===== config.mk =====
export PLATFORM = sky130hd
export DESIGN_NAME = debouncer_array_flat
export DESIGN_NICKNAME = d
export VERILOG_FILES = /design/src/rtl/debouncer_array_if.sv /design/src/rtl/debouncer_array.sv /design/src/flat_wrapper.sv
export SDC_FILE = /design/constraint.sdc
export NUM_CORES = 1
export LEC_CHECK = 0
export BUFFER_PORTS_ARGS = -buffer_cell sky130_fd_sc_hd__buf_2
export CAP_MARGIN = 0
export CORE_MARGIN = 4
export CORE_UTILIZATION = 39
export CTS_CLUSTER_DIAMETER = 150
export DETAILED_ROUTE_END_ITERATION = 7
export PLACE_DENSITY_LB_ADDON = 0.2
export SYNTH_ARGS = -nofsm -noshare
export SYNTH_HDL_FRONTEND = slang
export SYNTH_SLANG_ARGS = --single-unit

===== constraint.sdc =====
create_clock -name clk -period 2.3 [get_ports clk]
set_clock_uncertainty 0.1 [all_clocks]
set_input_delay 0.115 -clock clk [delete_from_list [all_inputs] [get_ports clk]]
set_output_delay 0.115 -clock clk [all_outputs]
set_load 0.01 [all_outputs]

===== src/rtl/debouncer_array_if.sv =====
// Button-bus interface for debouncer_array: raw button lines in, clean levels and pulses out.
// The master side drives the raw buttons; the slave side is the debouncer itself.
interface debouncer_array_if #(
  parameter int N_CH = 4
);
  logic [N_CH-1:0] boton;
  logic [N_CH-1:0] salida;
  logic [N_CH-1:0] rise;
  logic [N_CH-1:0] fall;
  logic [N_CH-1:0] pending;
  logic [N_CH-1:0] repeat_o;

  modport master (
    output boton,
    input  salida, rise, fall, pending, repeat_o
  );

  modport slave (
    input  boton,
    output salida, rise, fall, pending, repeat_o
  );
endinterface


===== src/rtl/debouncer_array.sv =====
// Multi-channel push-button debouncer: 2-flop sync, shared tick prescaler, per-channel stability counter.
// Define DEBOUNCER_ARRAY_REPEAT_EN to add hold-to-repeat pulses on repeat_o; otherwise repeat_o is 0.
module debouncer_array #(
  parameter int N_CH   = 4,
  parameter int STABLE = 200,
  parameter int DIV    = 1,
  parameter int HOLD   = 1000,
  parameter int RPT    = 250
) (
  input logic               clk,
  input logic               rst,
  debouncer_array_if.slave  bus
);

  localparam int MAX_SH  = (STABLE > HOLD) ? STABLE : HOLD;
  localparam int MAX_ALL = (MAX_SH > RPT) ? MAX_SH : RPT;
  localparam int CW      = $clog2(MAX_ALL + 1);
  localparam int PW      = $clog2(DIV + 1);

  logic [PW-1:0]            pre_q, pre_d;
  logic                     tick;
  logic [N_CH-1:0]          s1_q, s2_q;
  logic [N_CH-1:0][CW-1:0]  cnt_q, cnt_d;
  logic [N_CH-1:0]          salida_q, salida_d;
  logic [N_CH-1:0]          rise_q, rise_d;
  logic [N_CH-1:0]          fall_q, fall_d;
  logic [N_CH-1:0]          pending_w;

  // With DIV=1 the prescaler sits at 0, which already equals DIV-1, so tick stays high.
  assign tick = (pre_q == PW'(DIV - 1));

  always_comb begin
    pre_d = tick ? '0 : pre_q + 1'b1;
  end

  always_comb begin
    salida_d = salida_q;
    rise_d   = '0;
    fall_d   = '0;
    cnt_d    = cnt_q;
    for (int i = 0; i < N_CH; i++) begin
      if (s2_q[i] == salida_q[i]) begin
        cnt_d[i] = '0;
      end else if (tick) begin
        if (cnt_q[i] == CW'(STABLE - 1)) begin
          cnt_d[i]    = '0;
          salida_d[i] = s2_q[i];
          rise_d[i]   = s2_q[i];
          fall_d[i]   = ~s2_q[i];
        end else begin
          cnt_d[i] = cnt_q[i] + 1'b1;
        end
      end
    end
  end

  always_ff @(posedge clk) begin
    if (rst) begin
      pre_q    <= '0;
      s1_q     <= '0;
      s2_q     <= '0;
      cnt_q    <= '0;
      salida_q <= '0;
      rise_q   <= '0;
      fall_q   <= '0;
    end else begin
      pre_q    <= pre_d;
      s1_q     <= bus.boton;
      s2_q     <= s1_q;
      cnt_q    <= cnt_d;
      salida_q <= salida_d;
      rise_q   <= rise_d;
      fall_q   <= fall_d;
    end
  end

  always_comb begin
    pending_w = '0;
    for (int i = 0; i < N_CH; i++) begin
      pending_w[i] = (cnt_q[i] != '0);
    end
  end

  assign bus.salida  = salida_q;
  assign bus.rise    = rise_q;
  assign bus.fall    = fall_q;
  assign bus.pending = pending_w;

`ifdef DEBOUNCER_ARRAY_REPEAT_EN
  typedef enum logic [1:0] {
    RP_IDLE,
    RP_HOLD,
    RP_REPEAT
  } rptState_e;

  rptState_e               state_q [N_CH];
  rptState_e               state_d [N_CH];
  logic [N_CH-1:0][CW-1:0] rc_q, rc_d;
  logic [N_CH-1:0]         rpt_q, rpt_d;

  // Acceptance strobes (rise_d/fall_d) steer the FSM so a release cancels a repeat due that same edge.
  always_comb begin
    rc_d  = rc_q;
    rpt_d = '0;
    for (int i = 0; i < N_CH; i++) begin
      state_d[i] = state_q[i];
      case (state_q[i])
        RP_IDLE: begin
          if (rise_d[i]) begin
            state_d[i] = RP_HOLD;
            rc_d[i]    = '0;
          end
        end
        RP_HOLD: begin
          if (fall_d[i]) begin
            state_d[i] = RP_IDLE;
            rc_d[i]    = '0;
          end else if (tick) begin
            if (rc_q[i] == CW'(HOLD - 1)) begin
              rpt_d[i]   = 1'b1;
              rc_d[i]    = '0;
              state_d[i] = RP_REPEAT;
            end else begin
              rc_d[i] = rc_q[i] + 1'b1;
            end
          end
        end
        RP_REPEAT: begin
          if (fall_d[i]) begin
            state_d[i] = RP_IDLE;
            rc_d[i]    = '0;
          end else if (tick) begin
            if (rc_q[i] == CW'(RPT - 1)) begin
              rpt_d[i] = 1'b1;
              rc_d[i]  = '0;
            end else begin
              rc_d[i] = rc_q[i] + 1'b1;
            end
          end
        end
        default: begin
          state_d[i] = RP_IDLE;
          rc_d[i]    = '0;
        end
      endcase
    end
  end

  always_ff @(posedge clk) begin
    if (rst) begin
      for (int i = 0; i < N_CH; i++) begin
        state_q[i] <= RP_IDLE;
      end
      rc_q  <= '0;
      rpt_q <= '0;
    end else begin
      for (int i = 0; i < N_CH; i++) begin
        state_q[i] <= state_d[i];
      end
      rc_q  <= rc_d;
      rpt_q <= rpt_d;
    end
  end

  assign bus.repeat_o = rpt_q;
`else
  assign bus.repeat_o = '0;
`endif

endmodule

===== src/flat_wrapper.sv =====
// flat-port wrapper written by rule: the top's interface ports become plain ports
module debouncer_array_flat 
#(
  parameter int N_CH   = 4,
  parameter int STABLE = 200,
  parameter int DIV    = 1,
  parameter int HOLD   = 1000,
  parameter int RPT    = 250
)
  (clk, rst, bus_boton, bus_salida, bus_rise, bus_fall, bus_pending, bus_repeat_o);
  debouncer_array_if #(.N_CH(N_CH)) bus_i ();
  input logic clk;
  input logic rst;
  input wire logic [$bits(bus_i.boton)-1:0] bus_boton;
  output wire logic [$bits(bus_i.salida)-1:0] bus_salida;
  output wire logic [$bits(bus_i.rise)-1:0] bus_rise;
  output wire logic [$bits(bus_i.fall)-1:0] bus_fall;
  output wire logic [$bits(bus_i.pending)-1:0] bus_pending;
  output wire logic [$bits(bus_i.repeat_o)-1:0] bus_repeat_o;
  assign bus_i.boton = bus_boton;
  assign bus_salida = bus_i.salida;
  assign bus_rise = bus_i.rise;
  assign bus_fall = bus_i.fall;
  assign bus_pending = bus_i.pending;
  assign bus_repeat_o = bus_i.repeat_o;
  debouncer_array #(.N_CH(N_CH), .STABLE(STABLE), .DIV(DIV), .HOLD(HOLD), .RPT(RPT)) u_core (.clk(clk), .rst(rst), .bus(bus_i));
endmodule

After elaboration in Yosys (flattened, before gate mapping)
Index checks and enable logic that the tools add are counted.
{"block": "word_totals", "ramBits": 0, "input_bits": 6, "word_cells": 66, "regBits": 61, "mem_count": 0, "mem_bits_ro": 0, "latchBits": 0}
{"block": "op_classes", "n_lt_le_gt_ge": 0, "reduce_logical": 17, "mul": 0, "add_sub_neg": 5, "mux": 4, "eq_ne": 8, "bitwise": 13, "shifts": 0, "div_mod_pow": 0}
{"cell": "10-bit by 1-bit adder with 10-bit output, second input constant", "n": 4}
{"cell": "10-bit by 8-bit == test with 1-bit output, second input constant", "n": 4}
{"cell": "10-bit two-way mux", "n": 4}
{"cell": "10-bit nonzero test", "n": 4}
{"cell": "4-bit OR reduction", "n": 4}
{"cell": "1-bit NOT", "n": 13}
{"cell": "3-bit AND reduction", "n": 4}
{"cell": "2-bit OR reduction", "n": 5}
{"cell": "1-bit == test", "n": 4}
{"cell": "1-bit adder, second input constant", "n": 1}

Longest topological paths before layout
Gate-level depths: netlist of run 1.
{"block": "depth", "depth_word": 3, "mapped_depth": 5}

Worst setup path before layout of run 1
Ideal clock, no wire load.
{"block": "synth_path", "path_type": "register -> register", "start": "register u_core.cnt_q[24] in the netlist's numbering", "end": "register u_core.cnt_q[25] in the netlist's numbering", "synth_period_minus_slack_ps": 1668, "slack_ps": 632, "stages_incl_launch_ff": 5, "setup_ps": 136, "arrival_time_ps": 1432, "cell_sequence": "dfxtp_1 -> or4_4 -> nor4_4 -> buf_6 -> a211oi_1"}
{"block": "synth_between", "elab_chain_cells": 2, "word_cells_on_any_way": 3}
{"element": "start: declaration", "line": "debouncer_array.sv:23", "text": "logic [N_CH-1:0][CW-1:0] cnt_q, cnt_d;"}
{"element": "start signal: assignment", "line": "debouncer_array.sv:70", "text": "cnt_q <= cnt_d;"}
{"element": "10-bit by 1-bit adder with 10-bit output or 10-bit by 8-bit == test with 1-bit output (tied branches)", "line": "debouncer_array.sv:51, debouncer_array.sv:45"}
{"element": "10-bit two-way mux *", "line": "debouncer_array.sv:45", "text": "if (cnt_q[i] == CW'(STABLE - 1)) begin"}
Mark *: on every way between the ends. The rest lies on a longest branch, timed or not.
A chain may end at the register's enable or synchronous reset.

==> flow_metrics.env, run 1 <==
export IMPL_hold_viol_final=0
export IMPL_final_common_cell="dfxtp_1"
export IMPL_cts_tree="yes"
export IMPL_diodes=0
export IMPL_dr_pass1_iters=4
export IMPL_internal_power_uw=1480
export IMPL_ys_warnings_count=0
export IMPL_async_flop_share_pct=0
export IMPL_dieHeight_um=94.6
export IMPL_hold_class="input pin to flop"
export IMPL_synth_distinct_cells=32
export IMPL_holdPathEnd="u_core.s1_q[1]$_SDFF_PP0_"
export IMPL_period_needed_ps=2010
export IMPL_min_path_cells=2
export IMPL_tightest_slew_ps=789
export IMPL_wl_per_cell_um=12.4
export IMPL_rsz0062_at_grt="no"
export IMPL_seq_area_mm2=0.00122
export IMPL_required_ps=2460
export IMPL_via_count=2148
export IMPL_rows=31
export IMPL_setup_viol=0
export IMPL_routabilityCongestion=0.797
export IMPL_rrSetupSlack_ps=290
export IMPL_crit_arrival_ps=2180
export IMPL_swShare_pct=22.7
export IMPL_hold_start="rst"
export IMPL_syn2layout_area_growth_pct=12.7
export IMPL_grt_pass1_wl_um=8850
export IMPL_vias_per_cell=5.09
export IMPL_nets=332
export IMPL_drive_gt1_share_pct=19.8
export IMPL_cts_buffers=9
export IMPL_ys_seq_elements=61
export IMPL_drt_initial_drc_count=26
export IMPL_power_switching_uw=433
export IMPL_report_final_slew_viol_count=0
export IMPL_synthFlopType="dfxtp_1"
export IMPL_path_clk_slew_ps=70
export IMPL_seq_area_frac_synth_pct=41.7
export IMPL_io_pins=26
export IMPL_crit_fanout=22
export IMPL_synth_area_leaders="dfxtp_1 42%, xor2_1 4.8%, a211oi_1 4.4%"
export IMPL_grt_max_degree=29
export IMPL_grt_ovfl_total=0
export IMPL_clkPwrFrac_pct=40.9
export IMPL_avgSynthCellArea_um2=10.1
export IMPL_worst_setup_path_end_kind="flop"
export IMPL_die_w_um=94.6
export IMPL_tns_ps=0
export IMPL_reg2reg_to="u_core.cnt_q[9]$_SDFFE_PP0N_"
export IMPL_outcome="finished clean"
export IMPL_final_cell_mix="61 x dfxtp_1, 21 x buf_2, 18 x nor3_1"
export IMPL_yosysTopAreaCell="dfxtp_1"
export IMPL_first_global_vias=1979
export IMPL_leakage_uw=0.00120
export IMPL_syn_area_mm2=0.00293
export IMPL_seq_power_share_pct=56.3
export IMPL_cts_path_max_buffers=2
export IMPL_ctsRootBufferMaster="clkbuf_8"
export IMPL_design_core_area_mm2=0.00729
export IMPL_antenna_found_initial=0
export IMPL_r2r_start="u_core.pre_q$_SDFF_PP0_"
export IMPL_synth_top_area_share_pct=41.7
export IMPL_power_share_combinational_pct=2.8
export IMPL_path_class="flop to flop"
export IMPL_cap_violations=0
export IMPL_cts_resized_gates=0
export IMPL_dp_cells=402
export IMPL_finalNonFillerCells=422
export IMPL_die_area_mm2=0.00895
export IMPL_fillers=747
export IMPL_initial_core_util_pct=40.1
export IMPL_drc=0
export IMPL_h_tree_depth=3
export IMPL_hold_ws_ps=67.7
export IMPL_io_buffers=21
export IMPL_ir_drop_mv=0.367
export IMPL_dp_hpwl_um=3510
export IMPL_fin_crit_sh_pct=87.6
export IMPL_ant_nets=0
export IMPL_grt_total_usage_pct=12.5
export IMPL_synthCells=289
export IMPL_drt_total_wl_um=5210
export IMPL_clk_latency_ps=340
export IMPL_cts_sinks=61
export IMPL_fmax_mhz=496
export IMPL_reg2reg_depth=3
export IMPL_slew_headroom_pct=47.3
export IMPL_multi_input_area_mm2=0.00155
export IMPL_power_density_mw_per_mm2=579
export IMPL_startpoint_type="flop"
export IMPL_total_power_uw=1910
export IMPL_fin_util_pct=45.2
export IMPL_synth_edff_count=0
[cells in the mapped netlist, types with 3 or more instances]
| cell | n |
|---|---|
| o21ai_0 | 10 |
| nand2b_1 | 12 |
| mux2i_1 | 8 |
| nand2_1 | 12 |
| a211oi_2 | 3 |
| dfxtp_1 | 61 |
| nor4_4 | 4 |
| o31ai_1 | 10 |
| buf_4 | 7 |
| nand4b_1 | 8 |
| xor2_1 | 16 |
| and4bb_2 | 8 |
| clkbuf_1 | 4 |
| or3_1 | 10 |
| nor2b_1 | 12 |
| a211oi_1 | 17 |
| inv_1 | 10 |
| nor2_1 | 6 |
| ha_1 | 8 |
| xnor2_1 | 4 |
| buf_6 | 4 |
| nor4b_1 | 4 |
| or4_4 | 4 |
| nand3_1 | 8 |
| nor3_1 | 18 |
| or4_1 | 10 |
[sequential cells by signal, indices dropped and copies added (netlist names)]
name,cells
u_core.bus.salida,4
u_core.bus.fall,4
u_core.bus.rise,4
u_core.s2_q,4
u_core.pre_q,1
u_core.cnt_q,40
u_core.s1_q,4
[routing by layer]
metal  up-vias  part of all wire, %  wire length [µm]  track usage, %
met3        10                  3.8               200            4.06
met1      1004                   49              2570            15.1
li1       1108                    -                 -               -
met5         -                    0                 0               0
met2        26                   45              2350            20.2
met4         0                  1.8                96            6.01
[repair_timing]
action | CTS | global route
hold buffers | 4 | 0
buffers inserted | 0 | 0
hold endpoints to repair | 4 | 0
endpoints found under the setup margin | 0 | 0
[metrics by stage]
step | instance area (µm²) | setup slack, ps
after global placement | 3100 | 326
final | 3300 | 285
after CTS | 3300 | 280
after detailed placement | 3100 | 295
after global routing | 3300 | 176
after floorplan | 2940 | 632
[worst max-delay path, stage by stage (launching register included)]
cell and delay [ps]:
dfxtp_1 560, nand4b_1 470, or4_1 600, a211oi_2 210
[cell families (layout without fill, tap and decap cells)]
kind of cell	count (synthesis)	in the layout	synth area share [%]
other	1	5	0.128
AO/OA/AOI/OAI	40	40	9.92
AND/OR/NAND/NOR	122	122	30.4
multiplexers	8	8	2.74
buffers and inverters	29	59	5.73
adder cells (fa/ha/maj)	8	8	3.42
XOR/XNOR	20	20	5.99
flip-flops	61	61	41.7
[cell type report]
class	count	area share, %
multi-input cells	203	47.1
repair buffers	33	6.22
clock buffers	11	3.98
inverters	10	1.14
clock inverters	5	0.834
flip-flops and latches	61	37.0
well taps	99	3.75
[power groups by stage]
stage | clock network (µW) | registers [µW] | logic (µW)
global placement | 0 | 1100 | 47.7
detailed placement | 0 | 1100 | 48.6
global route | 872 | 1080 | 59.4
CTS | 824 | 1080 | 53.7
finish | 782 | 1080 | 52.8
floorplan | 0 | 1090 | 49.6
[how the worst max path moves through the flow]
stage	from	to	slack [ps]	cells after the start
finish	u_core.pre_q$_SDFF_PP0_	u_core.cnt_q[9]$_SDFFE_PP0N_	290	3
global placement	u_core.pre_q$_SDFF_PP0_	u_core.cnt_q[19]$_SDFFE_PP0N_	330	3
floorplan	u_core.cnt_q[24]$_SDFFE_PP0N_	u_core.cnt_q[25]$_SDFFE_PP0N_	630	4
detailed placement	u_core.pre_q$_SDFF_PP0_	u_core.cnt_q[9]$_SDFFE_PP0N_	290	3
CTS	u_core.pre_q$_SDFF_PP0_	u_core.cnt_q[9]$_SDFFE_PP0N_	280	3
global route	u_core.pre_q$_SDFF_PP0_	u_core.cnt_q[29]$_SDFFE_PP0N_	180	3
(Power assumes the default switching activity.)
==> run 2, diff against run 1 <==
==> constraint.sdc (replaced) <==
create_clock -name clk -period 2.3 [get_ports clk]
set_clock_uncertainty 0.1 [all_clocks]
set_input_delay 0.23 -clock clk [delete_from_list [all_inputs] [get_ports clk]]
set_output_delay 0.23 -clock clk [all_outputs]
set_load 0.01 [all_outputs]
==> run 2 against run 1 <==
Via count fell by 0.28%. Clock power hardly changed. Worst setup slack did not move. Design area down 0.30%. Final cell count decreased by 0.24%. Die area did not move. Maximum frequency stayed put. First-iteration DRC count shrank 3.8%. Critical path depth is the same. Largest cell class unchanged. Flip-flop and latch count is the same. Non-clock buffer count fell by 1. Routed wire length hardly changed.
==> flow_metrics.env, run 2 (synthesis gave the netlist of run 1 again) <==
export IMPL_final_cell_area_mm2=0.00329
export IMPL_ir_drop_mv=0.366
export IMPL_final_cell_mix="61 x dfxtp_1, 21 x buf_2, 18 x nor3_1"
export IMPL_dieHeight_um=94.6
export IMPL_via_count=2142
export IMPL_path_class="flop to flop"
export IMPL_wl_per_cell_um=12.4
export IMPL_worst_setup_path_end_kind="flop"
export IMPL_outcome="finished clean"
export IMPL_largest_reg_flops=40
export IMPL_report_final_slew_viol_count=0
export IMPL_drc=0
export IMPL_critical_path_max_stage_delay_ps=600
export IMPL_rsz0062_at_grt="no"
export IMPL_cts_buffers=9
export IMPL_cap_violations=0
export IMPL_required_ps=2460
export IMPL_design_core_area_mm2=0.00729
export IMPL_placement_cell_area_mm2=0.00310
export IMPL_crit_family="simple AND/OR/NAND/NOR gates"
export IMPL_hold_class="input pin to flop"
export IMPL_initial_core_util_pct=40.1
export IMPL_drive_gt1_share_pct=19.9
export IMPL_fin_util_pct=45.1
export IMPL_path_clk_slew_ps=70
export IMPL_h_tree_depth=3
export IMPL_post_cts_buffers=0
export IMPL_ctsRootBufferMaster="clkbuf_8"
export IMPL_clk_latency_ps=340
export IMPL_grt_total_usage_pct=12.5
export IMPL_cp_slowest_cell="or4_1"
export IMPL_die_w_um=94.6
export IMPL_tightest_slew_ps=789
export IMPL_nets=331
export IMPL_cts_path_max_buffers=2
export IMPL_total_power_uw=1910
export IMPL_multi_input_area_mm2=0.00155
export IMPL_dr_pass1_iters=4
export IMPL_hold_viol_final=0
export IMPL_path_buf_inv=0
export IMPL_leakage_uw=0.00119
export IMPL_die_area_mm2=0.00895
export IMPL_slew_headroom_pct=47.3
export IMPL_syn2layout_area_growth_pct=12.4
export IMPL_first_global_vias=1979
export IMPL_drt_initial_drc_count=25
export IMPL_fillers=748
export IMPL_antenna_found_initial=0
export IMPL_regMostFlops="u_core.cnt_q"
export IMPL_grt_max_degree=29
export IMPL_diodes=0
export IMPL_grt_ovfl_total=0
export IMPL_fmax_mhz=496
export IMPL_period_needed_ps=2010
export IMPL_routabilityCongestion=0.797
export IMPL_tns_ps=0
export IMPL_startpoint_type="flop"
export IMPL_drt_total_wl_um=5220
export IMPL_fin_crit_sh_pct=87.6
export IMPL_cts_resized_gates=0
export IMPL_cts_tree="yes"
export IMPL_final_common_cell="dfxtp_1"
export IMPL_crit_fanout=22
export IMPL_setup_viol=0
export IMPL_ant_nets=0
export IMPL_power_density_mw_per_mm2=580
export IMPL_cts_sinks=61
export IMPL_vias_per_cell=5.09
export IMPL_seq_area_mm2=0.00122
export IMPL_rows=31
export IMPL_cp_cell_sequence="nand4b_1 -> or4_1 -> a211oi_2"
export IMPL_grt_pass1_wl_um=8850
export IMPL_crit_arrival_ps=2180
export IMPL_io_pins=26
export IMPL_io_buffers=21
export IMPL_dp_hpwl_um=3510
run 2: cell count changes in the layout (fill, tap and decap cells not counted):
| cell | before | now |
|---|---|---|
| dlygate4sd3_1 | 4 | 3 |
run 2: final timing paths:
path | startpoint | end | slack, ps | cells after the start
setup / recovery | u_core.pre_q$_SDFF_PP0_ | u_core.cnt_q[9]$_SDFFE_PP0N_ | 290 | 3
hold / removal | bus_boton[0] | u_core.s1_q[0]$_SDFF_PP0_ | 20 | 2
setup reg to reg | u_core.pre_q$_SDFF_PP0_ | u_core.cnt_q[9]$_SDFFE_PP0N_ | 290 | 3
hold reg to reg | u_core.s1_q[3]$_SDFF_PP0_ | u_core.s2_q[3]$_SDFF_PP0_ | 340 | 1
run 2: through the flow:
step	cells	setup slack [ps]	hold WS [ps]
after CTS	421	280	6.77
after global placement	402	326	317
after detailed placement	402	295	332
after floorplan	293	632	258
after global routing	421	176	46.5
final	421	285	19.0
run 2: report_power, final:
group	internal (µW)	switching (µW)	total (µW)
Clock	383	398	781
Sequential	1070	11.4	1080
Combinational	28.5	23.2	51.6
run 2: cell type report:
cell class	count	share of cell area, %
clock inverter	5	0.837
clock buffer	11	3.99
timing repair buffer	32	5.93
sequential	61	37.1
inverter	10	1.14
multi-input combinational	203	47.2
tap	99	3.77
run 2: worst reg2reg max path, cell delays in order, from the launching register on:
cell and delay [ps]:
dfxtp_1 560, nand4b_1 470, or4_1 600, a211oi_2 210
run 2: timing repair:
action | in CTS | in global routing
hold endpoints to repair | 3 | 0
hold buffers | 3 | 0
setup endpoints to repair | 0 | 0
run 2: metal layers:
| metal | global-route usage (%) | wire length, µm | vias up | part of all wire, % |
|---|---|---|---|---|
| met4 | 6.01 | 96 | 0 | 1.8 |
| met2 | 20.1 | 2340 | 26 | 45 |
| met1 | 15.1 | 2580 | 1000 | 49 |
| met3 | 4.06 | 200 | 10 | 3.8 |
| li1 | - | - | 1106 | - |
| met5 | 0 | 0 | - | 0 |
==> run 3, diff against run 2 <==
- CORE_ASPECT_RATIO: default -> 0.75
==> run 3 against run 2 <==
Power rose by 2.0%. Critical endpoint unchanged. Final cell count down 0.71%. Flip-flop and latch count is the same. Count of clock-buffer cells in the layout fell by 2. First-iteration DRC count is 68% higher. Critical path type unchanged. Sequential power about the same. Largest power group unchanged. Utilization fell by 0.53 points. Design area down 0.65%. Global-route usage up 0.54 points.
==> flow_metrics.env, run 3 (synthesis gave the netlist of run 1 again) <==
export IMPL_largest_reg_flops=40
export IMPL_hold_start="bus_boton[2]"
export IMPL_cap_violations=0
export IMPL_io_buffers=21
export IMPL_nets=327
export IMPL_drt_initial_drc_count=42
export IMPL_routabilityCongestion=0.776
export IMPL_die_w_um=108
export IMPL_dr_pass1_iters=4
export IMPL_rows=27
export IMPL_ctsRootBufferMaster="clkbuf_8"
export IMPL_drive_gt1_share_pct=19.2
export IMPL_rrSetupSlack_ps=230
export IMPL_crit_end="u_core.cnt_q[9]$_SDFFE_PP0N_"
export IMPL_fmax_mhz=484
export IMPL_fillers=716
export IMPL_antenna_found_initial=0
export IMPL_tightest_slew_ps=854
export IMPL_worst_setup_path_end_kind="flop"
export IMPL_grt_total_usage_pct=13.1
export IMPL_period_needed_ps=2070
export IMPL_power_density_mw_per_mm2=596
export IMPL_crit_fanout=24
export IMPL_finalNonFillerCells=418
export IMPL_cts_path_max_buffers=2
export IMPL_regMostFlops="u_core.cnt_q"
export IMPL_crit_path_start="u_core.pre_q$_SDFF_PP0_"
export IMPL_dieHeight_um=83.0
export IMPL_tns_ps=0
export IMPL_syn2layout_area_growth_pct=11.7
export IMPL_fin_util_pct=44.6
export IMPL_fin_crit_sh_pct=89.9
export IMPL_io_pins=26
export IMPL_hold_class="input pin to flop"
export IMPL_required_ps=2460
export IMPL_crit_arrival_ps=2230
export IMPL_drt_total_wl_um=5470
export IMPL_path_clk_slew_ps=70
export IMPL_hold_viol_final=0
export IMPL_ant_nets=0
export IMPL_design_core_area_mm2=0.00733
export IMPL_dp_cells=400
export IMPL_rsz0062_at_grt="no"
export IMPL_final_common_cell="dfxtp_1"
export IMPL_h_tree_depth=3
export IMPL_setup_viol=0
export IMPL_cts_sinks=61
export IMPL_leakage_uw=0.00116
export IMPL_r2r_start="u_core.pre_q$_SDFF_PP0_"
export IMPL_initial_core_util_pct=39.9
export IMPL_die_area_mm2=0.00897
export IMPL_outcome="finished clean"
export IMPL_final_cell_mix="61 x dfxtp_1, 21 x buf_2, 18 x nor3_1"
export IMPL_wl_per_cell_um=13.1
export IMPL_drc=0
export IMPL_grt_ovfl_total=0
export IMPL_grt_max_degree=29
export IMPL_reg2reg_depth=3
export IMPL_post_cts_buffers=0
export IMPL_startpoint_type="flop"
export IMPL_diodes=0
export IMPL_dp_hpwl_um=3530
export IMPL_clk_latency_ps=340
export IMPL_vias_per_cell=5.07
export IMPL_first_global_vias=2002
export IMPL_grt_pass1_wl_um=9480
export IMPL_slew_headroom_pct=43.0
export IMPL_cts_tree="yes"
export IMPL_path_class="flop to flop"
export IMPL_via_count=2119
export IMPL_cts_buffers=9
export IMPL_report_final_slew_viol_count=0
export IMPL_ir_drop_mv=0.347
export IMPL_reg2reg_to="u_core.cnt_q[9]$_SDFFE_PP0N_"
## run 3: area by class of cell
cell class / instances / area (µm²) / area share [%]
clock inverter: 6 / 41.3 / 1.26
timing repair buffer: 28 / 165 / 5.05
multi-input combinational: 203 / 1550 / 47.5
sequential: 61 / 1220 / 37.4
inverter: 10 / 37.5 / 1.15
tap: 101 / 126 / 3.87
clock buffer: 9 / 124 / 3.79
## run 3: layer usage
| layer | wire length [µm] | vias up | GRT usage [%] | part of all wire, % |
|---|---|---|---|---|
| li1 | - | 1096 | - | - |
| met1 | 2780 | 985 | 17.0 | 51 |
| met2 | 2400 | 31 | 19.1 | 44 |
| met3 | 216 | 7 | 5.59 | 3.9 |
| met4 | 77 | 0 | 5.16 | 1.4 |
| met5 | 0 | - | 0 | 0 |
## run 3: worst max-delay path, stage by stage, from the launching register on
cell and delay [ps]:
dfxtp_1 590, nand4b_1 490, or4_1 610, a211oi_2 210
## run 3: stage by stage
stage | hold WS (ps) | worst slack, ps | instance area [µm²] | power [µW]
6_report | 33.7 | 233 | 3270 | 1950
5_1_grt | 24.8 | 34.1 | 3270 | 2030
4_1_cts | 8.63 | 195 | 3260 | 1990
3_5_place_dp | 328 | 195 | 3070 | 1150
3_3_place_gp | 322 | 277 | 3070 | 1150
2_1_floorplan | 258 | 632 | 2940 | 1140
## run 3: power breakdown
part	internal, µW	switching [µW]
Combinational	27.5	23.6
Sequential	1060	11.8
Clock	382	439
Total	1470	475
## run 3: how the worst min path moves through the flow
stage / slack, ps / cells after the start / to
finish: 30 / 2 / u_core.s1_q[2]$_SDFF_PP0_
global route: 20 / 2 / u_core.s1_q[2]$_SDFF_PP0_
CTS: 9 / 2 / u_core.s1_q[0]$_SDFF_PP0_
detailed placement: 330 / 1 / u_core.s2_q[1]$_SDFF_PP0_
global placement: 320 / 1 / u_core.s2_q[3]$_SDFF_PP0_
floorplan: 260 / 1 / u_core.s1_q[0]$_SDFF_PP0_
## run 3: repair_timing
item                                    CTS  global route
gates resized for setup                   0             0
hold endpoints to repair                  2             1
endpoints found under the setup margin    0             0
hold buffers                              2             1
